<file path="config.mk">
export PLATFORM = sky130hd
export DESIGN_NAME = parity_frame_fsm
export DESIGN_NICKNAME = d
export VERILOG_FILES = /design/src/rtl/parity_frame_fsm.sv
export SDC_FILE = /design/constraint.sdc
export NUM_CORES = 1
export LEC_CHECK = 0
export CAP_MARGIN = 5
export CORE_AREA = 3 3 40 42
export CTS_CLUSTER_DIAMETER = 80
export CTS_CLUSTER_SIZE = 16
export DETAILED_ROUTE_END_ITERATION = 10
export DIE_AREA = 0 0 43 45
export GPL_ROUTABILITY_DRIVEN = 0
export GPL_TIMING_DRIVEN = 0
export PLACE_DENSITY = 0.71
export SLEW_MARGIN = 20
export SYNTH_ARGS = -nofsm -noshare
export SYNTH_HDL_FRONTEND = slang
export SYNTH_SLANG_ARGS = --single-unit
export TNS_END_PERCENT = 5
</file>
<file path="constraint.sdc">
create_clock -name clk -period 5.3 [get_ports clk]
set_input_delay 1.59 -clock clk [delete_from_list [all_inputs] [get_ports clk]]
set_output_delay 1.59 -clock clk [all_outputs]
set_load 0.02 [all_outputs]
</file>
<file path="src/rtl/parity_frame_fsm.sv">
// parity_frame_fsm: framed odd/even parity generator over a valid/ready handshake.
// Optional checker built when PARITY_CHECK_EN is defined (adds chk_bit/par_err).
module parity_frame_fsm #(
  parameter int DATA_W = 8,
  parameter int FRAME_LEN = 4,
  localparam int CNT_W = $clog2(FRAME_LEN + 1)
) (
  input  logic              clk,
  input  logic              rst,
  input  logic              load,
  input  logic              odd,
  input  logic              valid,
  input  logic [DATA_W-1:0] din,
  output logic              in_ready,
  output logic              parity,
  output logic [CNT_W-1:0]  beat_cnt,
  output logic              frame_par,
  output logic              frame_valid,
`ifdef PARITY_CHECK_EN
  input  logic              chk_bit,
  output logic              par_err,
`endif
  input  logic              frame_ready
);
  typedef enum logic [1:0] {IDLE, ACCUM, HOLD} state_t;
  state_t           r_state;
  logic             r_acc, r_mode, r_frame_par, r_frame_valid, r_in_ready;
  logic [CNT_W-1:0] r_cnt;
  logic             w_beat, w_last, w_take, w_start;
  assign w_beat  = ^din;
  assign w_last  = r_cnt == CNT_W'(FRAME_LEN - 1);
  assign w_take  = r_state == HOLD && frame_ready;
  // A load only starts a frame when no finished frame is still waiting to be taken
  assign w_start = load && (r_state != HOLD || frame_ready);
  always_ff @(posedge clk) begin
    if (rst) begin
      r_state       <= IDLE;
      r_acc         <= 1'b0;
      r_mode        <= 1'b0;
      r_cnt         <= '0;
      r_frame_par   <= 1'b0;
      r_frame_valid <= 1'b0;
      r_in_ready    <= 1'b0;
    end else if (w_start) begin
      r_state       <= ACCUM;
      r_acc         <= 1'b0;
      r_cnt         <= '0;
      r_mode        <= odd;
      r_frame_valid <= 1'b0;
      r_in_ready    <= 1'b1;
    end else if (r_state == ACCUM && valid) begin
      r_acc <= r_acc ^ w_beat;
      r_cnt <= r_cnt + 1'b1;
      if (w_last) begin
        r_state       <= HOLD;
        r_frame_par   <= r_acc ^ w_beat ^ r_mode;
        r_frame_valid <= 1'b1;
        r_in_ready    <= 1'b0;
      end
    end else if (w_take) begin
      r_state       <= IDLE;
      r_frame_valid <= 1'b0;
    end
  end
`ifdef PARITY_CHECK_EN
  logic r_par_err;
  always_ff @(posedge clk) begin
    if (rst) r_par_err <= 1'b0;
    else if (w_take) r_par_err <= chk_bit != r_frame_par;
    else if (w_start) r_par_err <= 1'b0;
  end
  assign par_err = r_par_err;
`endif
  assign in_ready    = r_in_ready;
  assign parity      = r_acc ^ r_mode;
  assign beat_cnt    = r_cnt;
  assign frame_par   = r_frame_par;
  assign frame_valid = r_frame_valid;
endmodule

</file>
== After elaboration in Yosys (flattened, before gate mapping) ==
Cells that the tools add are included.

* Bits in registers: 10
* Bits of input ports: 14
* Output and inout bits: 7
* Word-level logic and storage cells: 43

* Add/sub/neg operators: 1
* Eq/ne operators: 6
* Mux-type cells: 10
* Bitwise logic cells: 4
* Reduce and logical (&&, ||, !) cells: 14

{| class="wikitable"
|+ Operators by type and width
! cell !! number
|-
| 8-bit XOR reduction || 1
|-
| 1-bit 2-to-1 mux || 7
|-
| 2-bit 2-to-1 mux || 3
|-
| 2-bit AND reduction || 3
|-
| 2-bit nonzero test || 3
|-
| 2-bit inequality test, second input constant || 2
|-
| 3-bit by 1-bit adder with 3-bit output, second input constant || 1
|-
| 3-bit by 2-bit == test with 1-bit output, second input constant || 1
|-
| 1-bit logical AND || 3
|-
| 3-bit inequality test, second input constant || 1
|-
| 3-bit AND reduction || 1
|-
| 3-bit nonzero test || 1
|-
| 1-bit XOR || 3
|-
| 2-bit by 1-bit == test with 1-bit output, second input constant || 1
|-
| 2-bit == test, second input constant || 1
|-
| 2-bit OR reduction || 1
|-
| 1-bit logical OR || 1
|-
| 1-bit NOT || 1
|}

== Depth between registers and ports, before layout ==
Gate-level depths: netlist of the first run.

* Depth after elaboration: 5
* Depth in mapped cells: 6

== Worst setup path after synthesis of the first run ==
OpenSTA, ideal clock, no wires.

* Kind: input to register
* From: input port din[2]
* To: register r_frame_par, in the netlist frame_par
* Setup time: 79 ps
* Arrival time: 2710 ps
* Setup slack: 2511 ps
* Cell stages on the path: 4
* Path through: xor2_1 -> xnor3_2 -> xnor3_1 -> a211oi_2

* Word-level cells in the longest chain between the ends: 3

{| class="wikitable"
|+ Ends and longest elaborated chain
! what !! line !! text
|-
| start, declared || 13 || <nowiki>input logic [DATA_W-1:0] din,</nowiki>
|-
| 8-bit XOR reduction || 30 || <nowiki>assign w_beat = ^din;</nowiki>
|-
| 1-bit XOR (2 in series) || 56 || <nowiki>r_frame_par <= r_acc ^ w_beat ^ r_mode;</nowiki>
|-
| end signal, assigned || 56 ||
|-
| end, declared || 27 || <nowiki>logic r_acc, r_mode, r_frame_par, r_frame_valid, r_in_ready;</nowiki>
|}

Every way passes these cells.
A chain may end at the register's enable or synchronous reset.

== Worst setup path in the final report of the first run ==
Same ends and word-level chain as after synthesis.

==> flow_summary_export.csv, run 1 <==
group,metric,value,unit
yosys,synthAdderAreaFrac,5.22,%
layout,nets,89,
power_and_ir_drop,leakagePower,0.292,nW
layout,fin_area,724,sq um
sta,setup_viol,0,
yosys,yosys_warnings,0,
setup_path,r2r_start,"beat_cnt[0]$_SDFFE_PP0N_",
yosys,synthMuxAreaShare,2.09,%
power_and_ir_drop,peakVddDrop,0.129,mV
layout,layout_common_cells,"clkdlybuf4s50_1 (20), dfxtp_1 (9), nor2_1 (5), xnor2_1 (5), nand2_1 (5)",
sta,fmax,0.327,GHz
yosys,netlist_area,479,sq um
floorplan,io_pins,21,
yosys,syn_area_per_cell,9.98,sq um
setup_path,crit_fanout,2,
yosys,synth_top_family_by_area,"XOR/XNOR gates",
global_routing,antenna_found_initial,0,
yosys,synth-seq-area-share,37.6,%
setup_path,critPathLaunchType,"input port",
placed_design,placed_cells_incl_taps,83,
sta,drv_slew,0,
floorplan,fp.dieH,45,um
clock_network,holdBufCountCts,0,
global_routing,grt_pass1_wl,1590,um
global_routing,grt_use_total,11.1,%
status,status,"finished, final reports clean",
setup_path,r2r_slack,3.90,ns
layout,drive_gt1_share,6.94,%
yosys,yosys_register_bits,9,
sta,worst_pin_slew,0.358,ns
clock_network,clockBufferDepth,2,
floorplan,die_w,43,um
layout,area_growth,51.2,%
route,wl_per_cell,10.7,um
worst_hold_path,holdCritStartpoint,"in_ready$_SDFFE_PP0P_",
clock_network,cts_tree,"yes",
sta,slew_headroom,75.9,%
placed_design,port_buffers,20,
clock_network,path_clk_slew,0.06,ns
clock_network,clockRootBuffer,"clkbuf_4",
worst_hold_path,worstHoldEndpoint,"in_ready$_SDFFE_PP0P_",
clock_network,h-tree-depth,1,
worst_hold_path,hold_depth,2,
clock_network,clk_latency,0.26,ns
placed_design,hpwl,776,um
yosys,synth_fp_nets,64,
yosys,postSynthCellCount,48,
layout,fillerInstances,143,
yosys,synth_cell_type_count,20,
clock_network,cts_made_buffers,3,
setup_path,crit_type,"in2reg",
route,drtIter0Drc,8,
layout,num_antenna_cells,0,
flow_run,drv_cap,0,
floorplan,rows,13,
setup_path,crit_required,5.48,ns
floorplan,core_area,1280,sq um
global_routing,grt_start_max_net_pins,7,
yosys,synth_xor_area_share,24.3,%
global_routing,grt_overflow_total,0,
sta,rsz0062_at_grt,"no",
setup_path,reg2reg_to,"frame_par$_SDFFE_PP0P_",
floorplan,start_util,37.3,%
sta,finalHoldViolations,0,
route,vias,418,
setup_path,r2r_cells,6,
sta,min_period,3.06,ns
layout,layout.cells.non_filler,87,
clock_network,postCtsSetupBuffers,0,
sta,skew,0.000438,ns
power_and_ir_drop,power_density,233,nW/um^2
yosys,synth_top_area_cell,"dfxtp_1",
yosys,synth-compound-area-share,12.5,%
route,finalWirelength,927,um
clock_network,clock-sinks,9,
route,antenna_left,0,
yosys,synth.area.top_cells,"dfxtp_1 (38%), xnor2_1 (9.1%), xor2_1 (5.5%)",
yosys,synthSimpleGateAreaFrac,17.5,%
setup_path,critPathArrivalTime,3.24,ns
yosys,synth_top_area_share,37.6,%
placed_design,place_area,698,sq um
global_routing,grt_pass1_vias,409,
route,vias_per_cell,4.80,
worst_hold_path,hold_class,"reg2reg",
floorplan,die_area,1940,sq um
sta,tns,0,ns
setup_path,critPathCaptureType,"register",
route,drc,0,
power_and_ir_drop,finalPower,169,uW
sta,period_share,57.7,%
layout,layout_commonest_cell,"clkdlybuf4s50_1",
clock_network,post_cts_resized,0,
route,first_pass_iters,3,
[where the power goes]
group          leakage, nW  switching (mW)  total, mW  internal, mW
Sequential          0.0735         0.00218     0.0721        0.0700
Combinational        0.203          0.0153     0.0435        0.0282
Clock               0.0150          0.0240     0.0531        0.0290
Total                0.292          0.0416      0.169         0.127
[stage by stage]
stage	worst slack, ns	util [%]	hold slack (ns)
2_1_floorplan	2.51	-	0.477
3_3_place_gp	1.98	54.3	0.448
3_5_place_dp	1.97	54.3	0.451
4_1_cts	2.24	56.4	0.464
5_1_grt	2.18	56.4	0.499
6_report	2.24	56.4	0.462
[worst max-delay path, cell delays in order]
cell             delay [ns]
clkdlybuf4s50_1        0.47
xor2_1                 0.14
xnor3_2                0.47
xnor3_1                0.36
a211oi_2               0.21
[worst max-delay path by stage]
stage	depth (start not counted)	start	endpoint	slack, ns
4_1_cts	5	din[2]	frame_par$_SDFFE_PP0P_	2.24
3_5_place_dp	5	din[2]	frame_par$_SDFFE_PP0P_	1.97
5_1_grt	5	din[3]	frame_par$_SDFFE_PP0P_	2.18
3_3_place_gp	5	din[2]	frame_par$_SDFFE_PP0P_	1.98
6_report	5	din[2]	frame_par$_SDFFE_PP0P_	2.24
2_1_floorplan	4	din[2]	frame_par$_SDFFE_PP0P_	2.51
[registers in the layout, indices dropped and copies added (netlist names)]
name and count:
beat_cnt 3, r_state 2, frame_par 1, in_ready 1, r_acc 1, r_mode 1
[final cells by class]
class / instances / area (sq um) / share of cell area [%]
sequential: 9 / 180 / 24.9
timing repair buffer: 20 / 200 / 27.6
tap: 15 / 18.8 / 2.59
inverter: 1 / 3.75 / 0.518
clock buffer: 4 / 26.3 / 3.63
multi-input combinational: 38 / 295 / 40.8
[layer usage]
metal	share of wire [%]	vias to the layer above	track usage, %
li1	-	214	-
met1	42	189	11.3
met2	48	13	19.2
met3	9.0	2	5.58
met4	1.1	0	5.42
met5	0	-	0
[synthesized netlist by cell type]
cell type  n
a211oi_2   1
a21oi_1    4
a211oi_1   1
a21o_1     1
ha_1       2
nand2b_1   2
o21ai_1    1
o31ai_1    1
mux2i_1    1
xnor3_2    1
xor2_1     3
nand3b_1   1
xnor3_1    1
and3b_1    1
nor2_1     5
nand2_1    5
inv_1      1
xnor2_1    5
dfxtp_1    9
nand4b_1   2
[cell families after synthesis]
group,after synthesis
compound gates,9
simple gates,16
buf+inv,1
fa+ha+maj,2
xor+xnor,10
flops,9
mux,1
Note: power is estimated with default switching activity, not from simulation.
==> inputs of run 2 (changes only) <==
--- a/config.mk
+++ b/config.mk
@@ -6,14 +6,14 @@
 export NUM_CORES = 1
 export LEC_CHECK = 0
 export CAP_MARGIN = 5
-export CORE_AREA = 3 3 40 42
+export CORE_MARGIN = 3
+export CORE_UTILIZATION = 35
 export CTS_CLUSTER_DIAMETER = 80
 export CTS_CLUSTER_SIZE = 16
 export DETAILED_ROUTE_END_ITERATION = 10
-export DIE_AREA = 0 0 43 45
 export GPL_ROUTABILITY_DRIVEN = 0
 export GPL_TIMING_DRIVEN = 0
-export PLACE_DENSITY = 0.71
+export PLACE_DENSITY = 0.72
 export SLEW_MARGIN = 20
 export SYNTH_ARGS = -nofsm -noshare
 export SYNTH_HDL_FRONTEND = slang
==> constraint.sdc (replaced) <==
create_clock -name clk -period 2.5 [get_ports clk]
set_input_delay 0.75 -clock clk [delete_from_list [all_inputs] [get_ports clk]]
set_output_delay 0.75 -clock clk [all_outputs]
set_load 0.02 [all_outputs]
==> run 2 against run 1 <==
Clock skew up 0.0023 ns. Sequential share of layout area about the same. Sequential power up 110%. Hold slack worse by 0.0025 ns. Non-clock buffer count unchanged. First-iteration DRC count down 88%. Utilization up 4.6 points. Final area down 0.17%. Die area down 4.4%. Power up 110%. Largest power group unchanged.
==> flow_summary_export.csv, run 2 (synthesis results as in run 1) <==
group,metric,value,unit
status,status,"finished, final reports clean",
global_routing,antenna_found_initial,0,
setup_path,critPathCaptureType,"register",
setup_path,r2r_cells,6,
power_and_ir_drop,finalPower,362,uW
clock_network,clock-sinks,9,
floorplan,core_area,1190,sq um
clock_network,cts_made_buffers,3,
sta,period_share,88.1,%
power_and_ir_drop,power_density,501,nW/um^2
layout,layout_common_cells,"clkdlybuf4s50_1 (20), dfxtp_1 (9), nor2_1 (5), xnor2_1 (5), nand2_1 (5)",
layout,seqCellArea,180,sq um
clock_network,clockRootBuffer,"clkbuf_4",
layout,area_growth,50.9,%
placed_design,placed_cells_incl_taps,82,
setup_path,r2r_slack,1.09,ns
floorplan,rows,12,
placed_design,place_area,697,sq um
floorplan,die_area,1850,sq um
worst_hold_path,hold_depth,2,
setup_path,startpoint,"din[2]",
flow_run,drv_cap,0,
global_routing,grt_use_total,11.9,%
clock_network,path_clk_slew,0.06,ns
setup_path,crit_required,2.69,ns
global_routing,use_met1,13.6,%
setup_path,critPathLaunchType,"input port",
route,vias,425,
setup_path,reg2reg_to,"frame_par$_SDFFE_PP0P_",
route,antenna_left,0,
sta,finalHoldViolations,0,
clock_network,clockBufferDepth,2,
setup_path,crit_type,"in2reg",
global_routing,grt-busiest-layer,"met2",
setup_path,critPathArrivalTime,2.39,ns
global_routing,grt_overflow_total,0,
global_routing,met3_usage,8.47,%
sta,setup_viol,0,
global_routing,grt_use_met2,17.7,%
sta,skew,0.00278,ns
sta,worst_pin_slew,0.372,ns
sta,slew_headroom,75.0,%
placed_design,port_buffers,20,
sta,fmax,0.454,GHz
route,wl_per_cell,10.8,um
layout,multi_input_area,295,sq um
setup_path,r2r_start,"beat_cnt[0]$_SDFFE_PP0N_",
sta,fin_ws,0.297,ns
clock_network,postCtsSetupBuffers,0,
clock_network,holdBufCountCts,0,
global_routing,grt_start_max_net_pins,7,
clock_network,h-tree-depth,1,
sta,drv_slew,0,
worst_hold_path,holdCritStartpoint,"in_ready$_SDFFE_PP0P_",
layout,layout.cells.non_filler,86,
placed_design,hpwl,749,um
global_routing,grt_pass1_wl,1590,um
clock_network,cts_tree,"yes",
layout,drive_gt1_share,6.94,%
route,first_pass_iters,4,
route,vias_per_cell,4.94,
sta,min_period,2.20,ns
route,drtIter0Drc,1,
worst_hold_path,worstHoldEndpoint,"in_ready$_SDFFE_PP0P_",
power_and_ir_drop,leakagePower,0.292,nW
floorplan,fp.dieH,43,um
global_routing,grt_pass1_vias,376,
power_and_ir_drop,peakVddDrop,0.271,mV
setup_path,crit_fanout,2,
floorplan,io_pins,21,
sta,rsz0062_at_grt,"no",
layout,fillerInstances,110,
layout,largest_reg_flops,3,
layout,num_antenna_cells,0,
floorplan,die_w,43,um
layout,nets,89,
placed_design,pre_cts_ws,0.0184,ns
layout,fin_area,723,sq um
clock_network,clk_latency,0.27,ns
sta,tns,0,ns
sta,hold_ws,0.459,ns
floorplan,start_util,40.4,%
clock_network,post_cts_resized,0,
layout,fin_util,61.0,%
worst_hold_path,hold_class,"reg2reg",
route,finalWirelength,930,um
route,drc,0,
layout,layout_commonest_cell,"clkdlybuf4s50_1",
-- run 2: routing by layer --
layer	up-vias	routed length (um)
met2	17	434
met3	2	99
met1	190	385
li1	216	-
met4	0	10
met5	-	0
-- run 2: area by class of cell --
cell class | instances | share of cell area (%)
multi-input combinational | 38 | 40.8
timing repair buffer | 20 | 27.7
sequential | 9 | 24.9
clock buffer | 4 | 3.63
tap | 14 | 2.42
inverter | 1 | 0.519
-- run 2: worst max-delay path, stage by stage --
cell             delay [ns]
clkdlybuf4s50_1        0.47
xor2_1                 0.15
xnor3_2                0.47
xnor3_1                0.35
a211oi_2               0.20
-- run 2: worst max path at each step --
| stage | end |
|---|---|
| after floorplan | frame_par$_SDFFE_PP0P_ |
| after global placement | frame_par$_SDFFE_PP0P_ |
| after detailed placement | frame_par$_SDFFE_PP0P_ |
| after CTS | frame_par$_SDFFE_PP0P_ |
| after global routing | frame_par$_SDFFE_PP0P_ |
| final | frame_par$_SDFFE_PP0P_ |
-- run 2: where the power goes --
part | internal [mW] | total (mW) | switching [mW]
Combinational | 0.0597 | 0.0927 | 0.0331
Clock | 0.0617 | 0.116 | 0.0547
Sequential | 0.148 | 0.153 | 0.00467
Total | 0.270 | 0.362 | 0.0924
